## src/rtl/key_pkg.sv

```systemverilog
// Shared types and default timing constants for the key debounce slice.
package key_pkg;

  typedef enum logic [1:0] {
    IDLE,
    PRESS_FILT,
    DOWN,
    REL_FILT
  } key_state_t;

  localparam int unsigned DEB_MAX_20MS = 1_000_000;
  localparam int unsigned LONG_MAX_1S  = 50_000_000;

  function automatic logic is_held(input key_state_t s);
    return (s == DOWN) || (s == REL_FILT);
  endfunction

endpackage

```

## src/rtl/key_filter_single.sv

```systemverilog
// One key: 2-flop synchroniser, debounce FSM, press/release events and
// optional long-press detection (KEY_LONG_PRESS_EN).
module key_filter_single
  import key_pkg::*;
#(
  parameter int unsigned DEB_WIDTH  = 20,
  parameter int unsigned DEB_MAX    = DEB_MAX_20MS,
  parameter int unsigned LONG_WIDTH = 26,
  parameter int unsigned LONG_MAX   = LONG_MAX_1S
) (
  input  logic sys_clk,
  input  logic sys_rst_n,
  input  logic key,
  output logic key_level,
  output logic key_press,
  output logic key_release,
  output logic key_long,
  output logic press_evt
);

  localparam logic [DEB_WIDTH-1:0] DEB_LAST = DEB_WIDTH'(DEB_MAX - 1);

  if ((DEB_MAX == 0) || (64'(DEB_MAX) > (64'd1 << DEB_WIDTH))) begin : g_deb_range_bad
    $error("DEB_MAX out of range for DEB_WIDTH");
  end
  if ((LONG_MAX == 0) || (64'(LONG_MAX) > (64'd1 << LONG_WIDTH))) begin : g_long_range_bad
    $error("LONG_MAX out of range for LONG_WIDTH");
  end

  logic [1:0] sync_q;
  logic       pressed;

  always_ff @(posedge sys_clk or negedge sys_rst_n) begin
    if (!sys_rst_n) sync_q <= '1;
    else            sync_q <= {sync_q[0], key};
  end

  assign pressed = ~sync_q[1];

  key_state_t           state, state_nxt;
  logic [DEB_WIDTH-1:0] deb_cnt, deb_cnt_nxt;
  logic                 release_evt;

  always_comb begin
    state_nxt   = state;
    deb_cnt_nxt = deb_cnt;
    unique case (state)
      IDLE: begin
        if (pressed) begin
          state_nxt   = PRESS_FILT;
          deb_cnt_nxt = '0;
        end
      end
      PRESS_FILT: begin
        if (!pressed)                state_nxt   = IDLE;
        else if (deb_cnt == DEB_LAST) state_nxt  = DOWN;
        else                         deb_cnt_nxt = deb_cnt + 1'b1;
      end
      DOWN: begin
        if (!pressed) begin
          state_nxt   = REL_FILT;
          deb_cnt_nxt = '0;
        end
      end
      REL_FILT: begin
        if (pressed)                 state_nxt   = DOWN;
        else if (deb_cnt == DEB_LAST) state_nxt  = IDLE;
        else                         deb_cnt_nxt = deb_cnt + 1'b1;
      end
      default: state_nxt = IDLE;
    endcase
  end

  // Events are decoded from the transition so they register alongside key_level.
  assign press_evt   = (state == PRESS_FILT) && (state_nxt == DOWN);
  assign release_evt = (state == REL_FILT)   && (state_nxt == IDLE);

  always_ff @(posedge sys_clk or negedge sys_rst_n) begin
    if (!sys_rst_n) begin
      state       <= IDLE;
      deb_cnt     <= '0;
      key_level   <= 1'b0;
      key_press   <= 1'b0;
      key_release <= 1'b0;
    end else begin
      state       <= state_nxt;
      deb_cnt     <= deb_cnt_nxt;
      key_level   <= is_held(state_nxt);
      key_press   <= press_evt;
      key_release <= release_evt;
    end
  end

`ifdef KEY_LONG_PRESS_EN
  localparam logic [LONG_WIDTH-1:0] LONG_LAST = LONG_WIDTH'(LONG_MAX - 1);

  logic [LONG_WIDTH-1:0] long_cnt;
  logic                  long_done;

  // Counting only while both current and next state are held makes the count
  // start on the press transition and clear on the edge that enters IDLE.
  always_ff @(posedge sys_clk or negedge sys_rst_n) begin
    if (!sys_rst_n) begin
      long_cnt  <= '0;
      long_done <= 1'b0;
      key_long  <= 1'b0;
    end else if (!(is_held(state) && is_held(state_nxt))) begin
      long_cnt  <= '0;
      long_done <= 1'b0;
      key_long  <= 1'b0;
    end else begin
      key_long <= 1'b0;
      if (!long_done) begin
        if (long_cnt == LONG_LAST) begin
          key_long  <= 1'b1;
          long_done <= 1'b1;
        end else begin
          long_cnt <= long_cnt + 1'b1;
        end
      end
    end
  end
`else
  assign key_long = 1'b0;
`endif

endmodule

```

## src/rtl/key_debounce_ctrl.sv

```systemverilog
// Multi-key debounce front end; aggregates per-key press events into
// key_valid/key_code. Long press enabled by KEY_LONG_PRESS_EN.
module key_debounce_ctrl
  import key_pkg::*;
#(
  parameter int unsigned KEY_NUM    = 4,
  parameter int unsigned DEB_WIDTH  = 20,
  parameter int unsigned DEB_MAX    = DEB_MAX_20MS,
  parameter int unsigned LONG_WIDTH = 26,
  parameter int unsigned LONG_MAX   = LONG_MAX_1S
) (
  input  logic               sys_clk,
  input  logic               sys_rst_n,
  input  logic [KEY_NUM-1:0] key,
  output logic [KEY_NUM-1:0] key_level,
  output logic [KEY_NUM-1:0] key_press,
  output logic [KEY_NUM-1:0] key_release,
  output logic [KEY_NUM-1:0] key_long,
  output logic               key_valid,
  output logic [1:0]         key_code
);

  if ((KEY_NUM == 0) || (KEY_NUM > 4)) begin : g_key_num_bad
    $error("KEY_NUM must be 1..4 for a 2-bit key_code");
  end

  logic [KEY_NUM-1:0] press_evt;

  for (genvar i = 0; i < KEY_NUM; i++) begin : g_key
    key_filter_single #(
      .DEB_WIDTH (DEB_WIDTH),
      .DEB_MAX   (DEB_MAX),
      .LONG_WIDTH(LONG_WIDTH),
      .LONG_MAX  (LONG_MAX)
    ) u_filter (
      .sys_clk    (sys_clk),
      .sys_rst_n  (sys_rst_n),
      .key        (key[i]),
      .key_level  (key_level[i]),
      .key_press  (key_press[i]),
      .key_release(key_release[i]),
      .key_long   (key_long[i]),
      .press_evt  (press_evt[i])
    );
  end

  logic [1:0] code_nxt;
  logic       found;

  always_comb begin
    code_nxt = '0;
    found    = 1'b0;
    for (int unsigned i = 0; i < KEY_NUM; i++) begin
      if (press_evt[i] && !found) begin
        code_nxt = 2'(i);
        found    = 1'b1;
      end
    end
  end

  always_ff @(posedge sys_clk or negedge sys_rst_n) begin
    if (!sys_rst_n) begin
      key_valid <= 1'b0;
      key_code  <= '0;
    end else begin
      key_valid <= |press_evt;
      if (|press_evt) key_code <= code_nxt;
    end
  end

endmodule
```

## config.mk

```make
export PLATFORM = sky130hd
export DESIGN_NAME = key_debounce_ctrl
export DESIGN_NICKNAME = d
export VERILOG_FILES = /design/src/rtl/key_pkg.sv /design/src/rtl/key_filter_single.sv /design/src/rtl/key_debounce_ctrl.sv
export SDC_FILE = /design/constraint.sdc
export NUM_CORES = 1
export LEC_CHECK = 0
export ABC_CLOCK_PERIOD_IN_PS = 4230
export BUFFER_PORTS_ARGS = -buffer_cell sky130_fd_sc_hd__buf_2
export CORE_UTILIZATION = 45
export DETAILED_ROUTE_END_ITERATION = 8
export HOLD_SLACK_MARGIN = 0.08
export PLACE_DENSITY = 0.6
export SLEW_MARGIN = 25
export SYNTH_ARGS = -nofsm -noshare
export SYNTH_HDL_FRONTEND = slang
export SYNTH_SLANG_ARGS = --single-unit
```

## constraint.sdc

```tcl
create_clock -name sys_clk -period 4.23 [get_ports sys_clk]
set_clock_uncertainty 0.1 [all_clocks]
set_input_delay 0.2115 -clock sys_clk [delete_from_list [all_inputs] [get_ports sys_clk]]
set_output_delay 0.2115 -clock sys_clk [all_outputs]
set_load 0.03 [all_outputs]
```

Yosys cells after proc, flatten, opt, wreduce, memory -nomap -nowiden
Index checks and enable logic that the tools add are counted.
{ "op_classes": {"add_sub_neg": 4, "n_eq_ne": 40, "mux": 58, "reduce_logical": 31} }
{ "ops": {"columns": ["cell", "count"], "rows": [
  ["$mux W20", 20],
  ["$pmux W20 S4", 4],
  ["$add A20 B1 Y20 const B", 4],
  ["$eq A20 B20 Y1 const B", 4],
  ["$mux W2", 26],
  ["$eq A2 B2 Y1 const B", 16],
  ["$pmux W2 S4", 4],
  ["$logic_not A2 Y1", 8],
  ["$ne A2 B1 Y1 const B", 8],
  ["$ne A2 B2 Y1 const B", 8],
  ["$reduce_and A4 Y1", 4],
  ["$logic_and A1 B1 Y1", 11],
  ["$eq A2 B1 Y1 const B", 4],
  ["$logic_or A1 B1 Y1", 4],
  ["$mux W1", 4],
  ["$reduce_or A4 Y1", 1],
  ["$logic_not A1 Y1", 3]
]} }
{ "word_totals": {"register_bits": 111, "output_inout_bits": 19, "elab_cells": 159} }

Logic depth before layout (Yosys ltp)
{ "logic_depth": {"word_depth": 16, "depth_mapped": 7, "ltp_nobuf": 7} }

Modules after synthesis
A second synthesis with hierarchy kept.
{ "unflattened": {"hier_cells": 664, "area_unflattened_um2": 6296.0} }
{ "by_module_without_submodules": {"columns": ["module", "n_inst", "cells_each", "area_each_um2"], "rows": [
  ["key_filter_single at g_key[1].u_filter ...", 2, 174, 1637.8],
  ["key_filter_single at g_key[0].u_filter", 1, 159, 1496.4],
  ["key_filter_single at g_key[3].u_filter", 1, 148, 1415.1],
  ["key_debounce_ctrl", 1, 9, 108.9]
]} }

Worst setup path after synthesis
No wires, ideal clock.
{ "synth_timing": {"path_type": "reg2reg", "from": "register g_key[0].u_filter.deb_cnt[0]", "to": "register g_key[0].u_filter.deb_cnt[10]", "arrival_ps": 1708, "setup_slack_ps": 2306, "path_stages_with_launch": 8, "path_buffers": 1, "cell_sequence": "dfrtp_1 > ha_1 > nand3_1 > or2_2 > o31ai_4 > buf_4 > nand2_1 > o311ai_0"} }
{ "synth_between": {"elab_chain_cells": 4, "word_cells_on_any_way": 6} }
{ "synth_rtl": {"columns": ["element", "line_no", "text"], "rows": [
  ["start, declared", "key_filter_single.sv:41", "logic [DEB_WIDTH-1:0] deb_cnt, deb_cnt_nxt;"],
  ["start signal, assigned", "key_filter_single.sv:87", "deb_cnt <= deb_cnt_nxt;"],
  ["$add A20 B1 Y20 or $eq A20 B20 Y1 (tied branches)", null, null],
  ["$mux W20 (*)", "key_filter_single.sv:56, key_filter_single.sv:67", null],
  ["$mux W20, on equally long branches", "key_filter_single.sv:66, key_filter_single.sv:55", null],
  ["$pmux W20 S4 (*)", "key_filter_single.sv:47", "unique case (state)"]
]} }
Mark *: on every way between the ends. The rest lies on a longest branch, timed or not. The select of a mux whose other input is x is not followed.
A chain may end at the register's enable or synchronous reset.

Final worst setup path
{ "layout_timing": {"from": "register g_key[1].u_filter.state[0]", "to": "register g_key[1].u_filter.deb_cnt[12]"} }
{ "layout_between": {"elab_chain_cells": 3, "word_cells_on_any_way": 10} }
{ "layout_rtl": {"columns": ["element", "line_no", "text"], "rows": [
  ["start, declared", "key_filter_single.sv:40", "key_state_t state, state_nxt;"],
  ["start signal, assigned", "key_filter_single.sv:86", "state <= state_nxt;"],
  ["$eq A2 B1 Y1, or another cell as far along", "key_filter_single.sv:47", null],
  ["$ne A2 B2 Y1 (no source line) or $ne A2 B1 Y1 (tied branches)", null, null],
  ["$reduce_and A4 Y1 (no source line)", null, null],
  ["end signal, assigned", "key_filter_single.sv:87", null],
  ["end, declared", "key_filter_single.sv:41", null]
]} }
Parallel ways exist; a longest one is shown, timed or not.

==> flow_summary.json <==
{
  "synth_cell_types": 61,
  "dpl-instance-area_sq_um": 5920,
  "postRouteAntennaNets": 0,
  "rsz0062_at_grt": "no",
  "initial_core_util": 0.461,
  "required_ns": 4.38,
  "whs_ns": 0.234,
  "status": "completed",
  "end_kind": "register",
  "drt_iter0_drc": 288,
  "vias": 4329,
  "synth_compound_area_frac": 0.104,
  "worst_ep_arrival_time_ns": 2.85,
  "gp_congestion": 0.800,
  "period_share": 0.638,
  "netSwitchingPower_mw": 0.525,
  "power_density_nw_per_um2": 348,
  "netSwitchingFraction": 0.240,
  "final_cell_area_sq_um": 6290,
  "synth-simple-area-share": 0.279,
  "total_power_mw": 2.19,
  "drc": 0,
  "dr.pass1.iters": 5,
  "core_sq_um": 12600,
  "internal-power_mw": 1.66,
  "ir_drop_uv": 217,
  "cts-resized-gates": 0,
  "synthArstFlopShare": 1.00,
  "cap_violations": 0,
  "syn_inst": 606,
  "p_clk_frac": 0.419,
  "ys.flop_type": "dfrtp_1",
  "drt-total-wl_microns": 11600,
  "ff2ff_path_depth": 5,
  "seq_power_share": 0.525,
  "comb_power_share": 0.056,
  "muxShareOfSynthArea": 0.0329,
  "first_global_vias": 4114,
  "grt_pass1_wl_microns": 19700,
  "cts_buffer_depth": 2,
  "antenna_found_initial": 0,
  "syn_area_sq_um": 5820,
  "hold_violations": 0,
  "dp.cells": 765,
  "fin_cells": 786,
  "wl_per_cell_microns": 14.7,
  "synth-seq-area-share": 0.479,
  "final.setup.tns_ns": 0,
  "cts_setup_buffers": 0,
  "ctsRootBufferMaster": "clkbuf_16",
  "synth-xor-area-share": 0.0422,
  "critPathKind": "reg -> reg",
  "routed_via_density": 5.51,
  "slew_violations": 0,
  "cp_max_fo": 24,
  "antenna_cells": 0,
  "rows": 41,
  "numPortBuffers": 20,
  "clk_latency_ns": 0.36,
  "setup_violations": 0,
  "utilization": 0.499,
  "die_area_sq_um": 13400,
  "dieHeight_microns": 116,
  "synth_top_family_by_area": "simple AND/OR/NAND/NOR gates",
  "reg2reg_from": "g_key[1].u_filter.state[0]",
  "grt_max_degree": 51,
  "critPathLaunchType": "register",
  "cp-startpoint": "g_key[1].u_filter.state[0]",
  "hpwl_microns": 7850,
  "synth-warning-count": 0,
  "cts_tree": "built",
  "io_pins": 25,
  "area_delta_synth_final_pct": 8.19,
  "synth_area_per_cell_sq_um": 9.60,
  "relSlewSlack": 0.385,
  "hp-class": "in -> async",
  "pre_cts_slack_ns": 1.53,
  "ys_seq_elements": 111,
  "cts_sinks": 111,
  "finalWorstSetupSlack_ns": 1.53,
  "static-leakage-power_nw": 2.74,
  "synthAdderAreaFrac": 0.00860,
  "drive_above_1_share": 0.0993,
  "synth_edf_count": 0,
  "overflow": 0,
  "htreeDepth": 3,
  "worst_pin_slew_ns": 0.920,
  "nets": 619,
  "period_needed_ns": 2.70,
  "cts_buffers": 9,
  "fmax_mhz": 371,
  "clk_pin_slew_ns": 0.07,
  "grtUsageTotal": 0.190,
  "die_w_microns": 116
}
==> cells in the mapped netlist (4+ instances only) <==
cell / count / area share
dfrtp_1: 103 / 0.44
nand2_1: 74 / 0.048
nor2_1: 44 / 0.028
nand3_1: 37 / 0.032
o21ai_0: 28 / 0.024
nand4_1: 26 / 0.028
buf_4: 18 / 0.023
inv_1: 18 / 0.012
mux2i_1: 18 / 0.031
and3_1: 17 / 0.018
nand2b_1: 16 / 0.017
nor3_1: 16 / 0.014
xor2_1: 16 / 0.024
a21oi_1: 14 / 0.012
xnor2_1: 12 / 0.018
and2_1: 10 / 0.011
clkbuf_1: 10 / 0.0065
or3_1: 10 / 0.011
a22o_1: 8 / 0.012
dfstp_2: 8 / 0.036
nor4_1: 8 / 0.0086
buf_2: 6 / 0.0052
nand3b_1: 6 / 0.0077
nand4b_1: 6 / 0.0090
or4_1: 6 / 0.0077
a21o_1: 5 / 0.0065
a31oi_1: 5 / 0.0054
o211ai_1: 5 / 0.0065
and4_1: 4 / 0.0060
ha_1: 4 / 0.0086
o31ai_1: 4 / 0.0052
o41ai_1: 4 / 0.0060
==> layer usage <==
metal | share of wire | global-route usage | routed length (microns)
met2 | 0.47 | 0.301 | 5380
met3 | 0.033 | 0.0486 | 380
met1 | 0.49 | 0.254 | 5650
met5 | 0 | 0 | 0
met4 | 0.013 | 0.0615 | 152
==> path summary, 6_finish.rpt <==
path,to,slack (ns)
worst min register to register,g_key[2].u_filter.sync_q[1],0.26
worst min-delay path,g_key[1].u_filter.deb_cnt[4],0.23
worst max register to register,g_key[1].u_filter.deb_cnt[12],1.53
max in group asynchronous,g_key[2].u_filter.state[0],2.82
min in group sys_clk,g_key[2].u_filter.sync_q[1],0.26
worst max-delay path,g_key[1].u_filter.deb_cnt[12],1.53
==> placed cells by master, fill, tap and decap left out, types with 10 or more instances in the layout <==
| cell | count |
|---|---|
| nor2_1 | 43 |
| nand2b_1 | 16 |
| and3_1 | 17 |
| buf_2 | 19 |
| xor2_1 | 16 |
| and2_1 | 10 |
| nand3_1 | 37 |
| nor3_1 | 16 |
| dfrtp_1 | 103 |
| xnor2_1 | 12 |
| mux2i_1 | 18 |
| a21oi_1 | 14 |
| nand4_1 | 26 |
| or3_1 | 10 |
| nand2_1 | 74 |
| o21ai_0 | 28 |
| inv_1 | 18 |
==> power groups by stage <==
stage / Sequential (mW) / Combinational [mW] / Clock [mW]
global placement: 1.17 / 0.119 / 0
finish: 1.15 / 0.123 / 0.917
detailed placement: 1.17 / 0.123 / 0
CTS: 1.15 / 0.127 / 0.941
floorplan: 1.14 / 0.104 / 0
global route: 1.16 / 0.143 / 0.992
==> cell type report <==
type                            instances  area, sq um
Clock inverter                          6         92.6
Sequential cell                       111         2790
Timing Repair Buffer                   27          168
Fill cell                            1167         6320
Clock buffer                           10          229
Inverter                               18         67.6
Tap cell                              172          215
Multi-Input combinational cell        442         2740
==> kinds of logic after synthesis <==
logic type                 count (synthesis)
and+or+nand+nor                          298
buffers and inverters                     56
AOI/OAI and AO/OA                         89
xor gates and xnor gates                  28
DFF                                      111
other                                      1
muxes                                     19
adders and majority gates                  4
==> what timing repair did <==
action | in CTS | in global routing
hold buffers | 5 | 0
setup endpoints to repair | 0 | 0
hold endpoints to repair | 34 | 0
==> sequential cells by signal, summed over array words and instances (netlist names) <==
register,flops
g_key.u_filter.deb_cnt,80
g_key.u_filter.state,8
g_key.u_filter.sync_q,8
g_key.u_filter.key_level,4
g_key.u_filter.key_press,4
g_key.u_filter.key_release,4
key_code,2
key_valid,1
==> critical path: stages (launching register included) <==
cell and delay, ns:
dfrtp_1 0.74, nand2b_1 0.14, or3b_1 0.46, o31ai_4 0.78
inv_1 0.13, a31o_2 0.23
(Power assumes the default switching activity.)
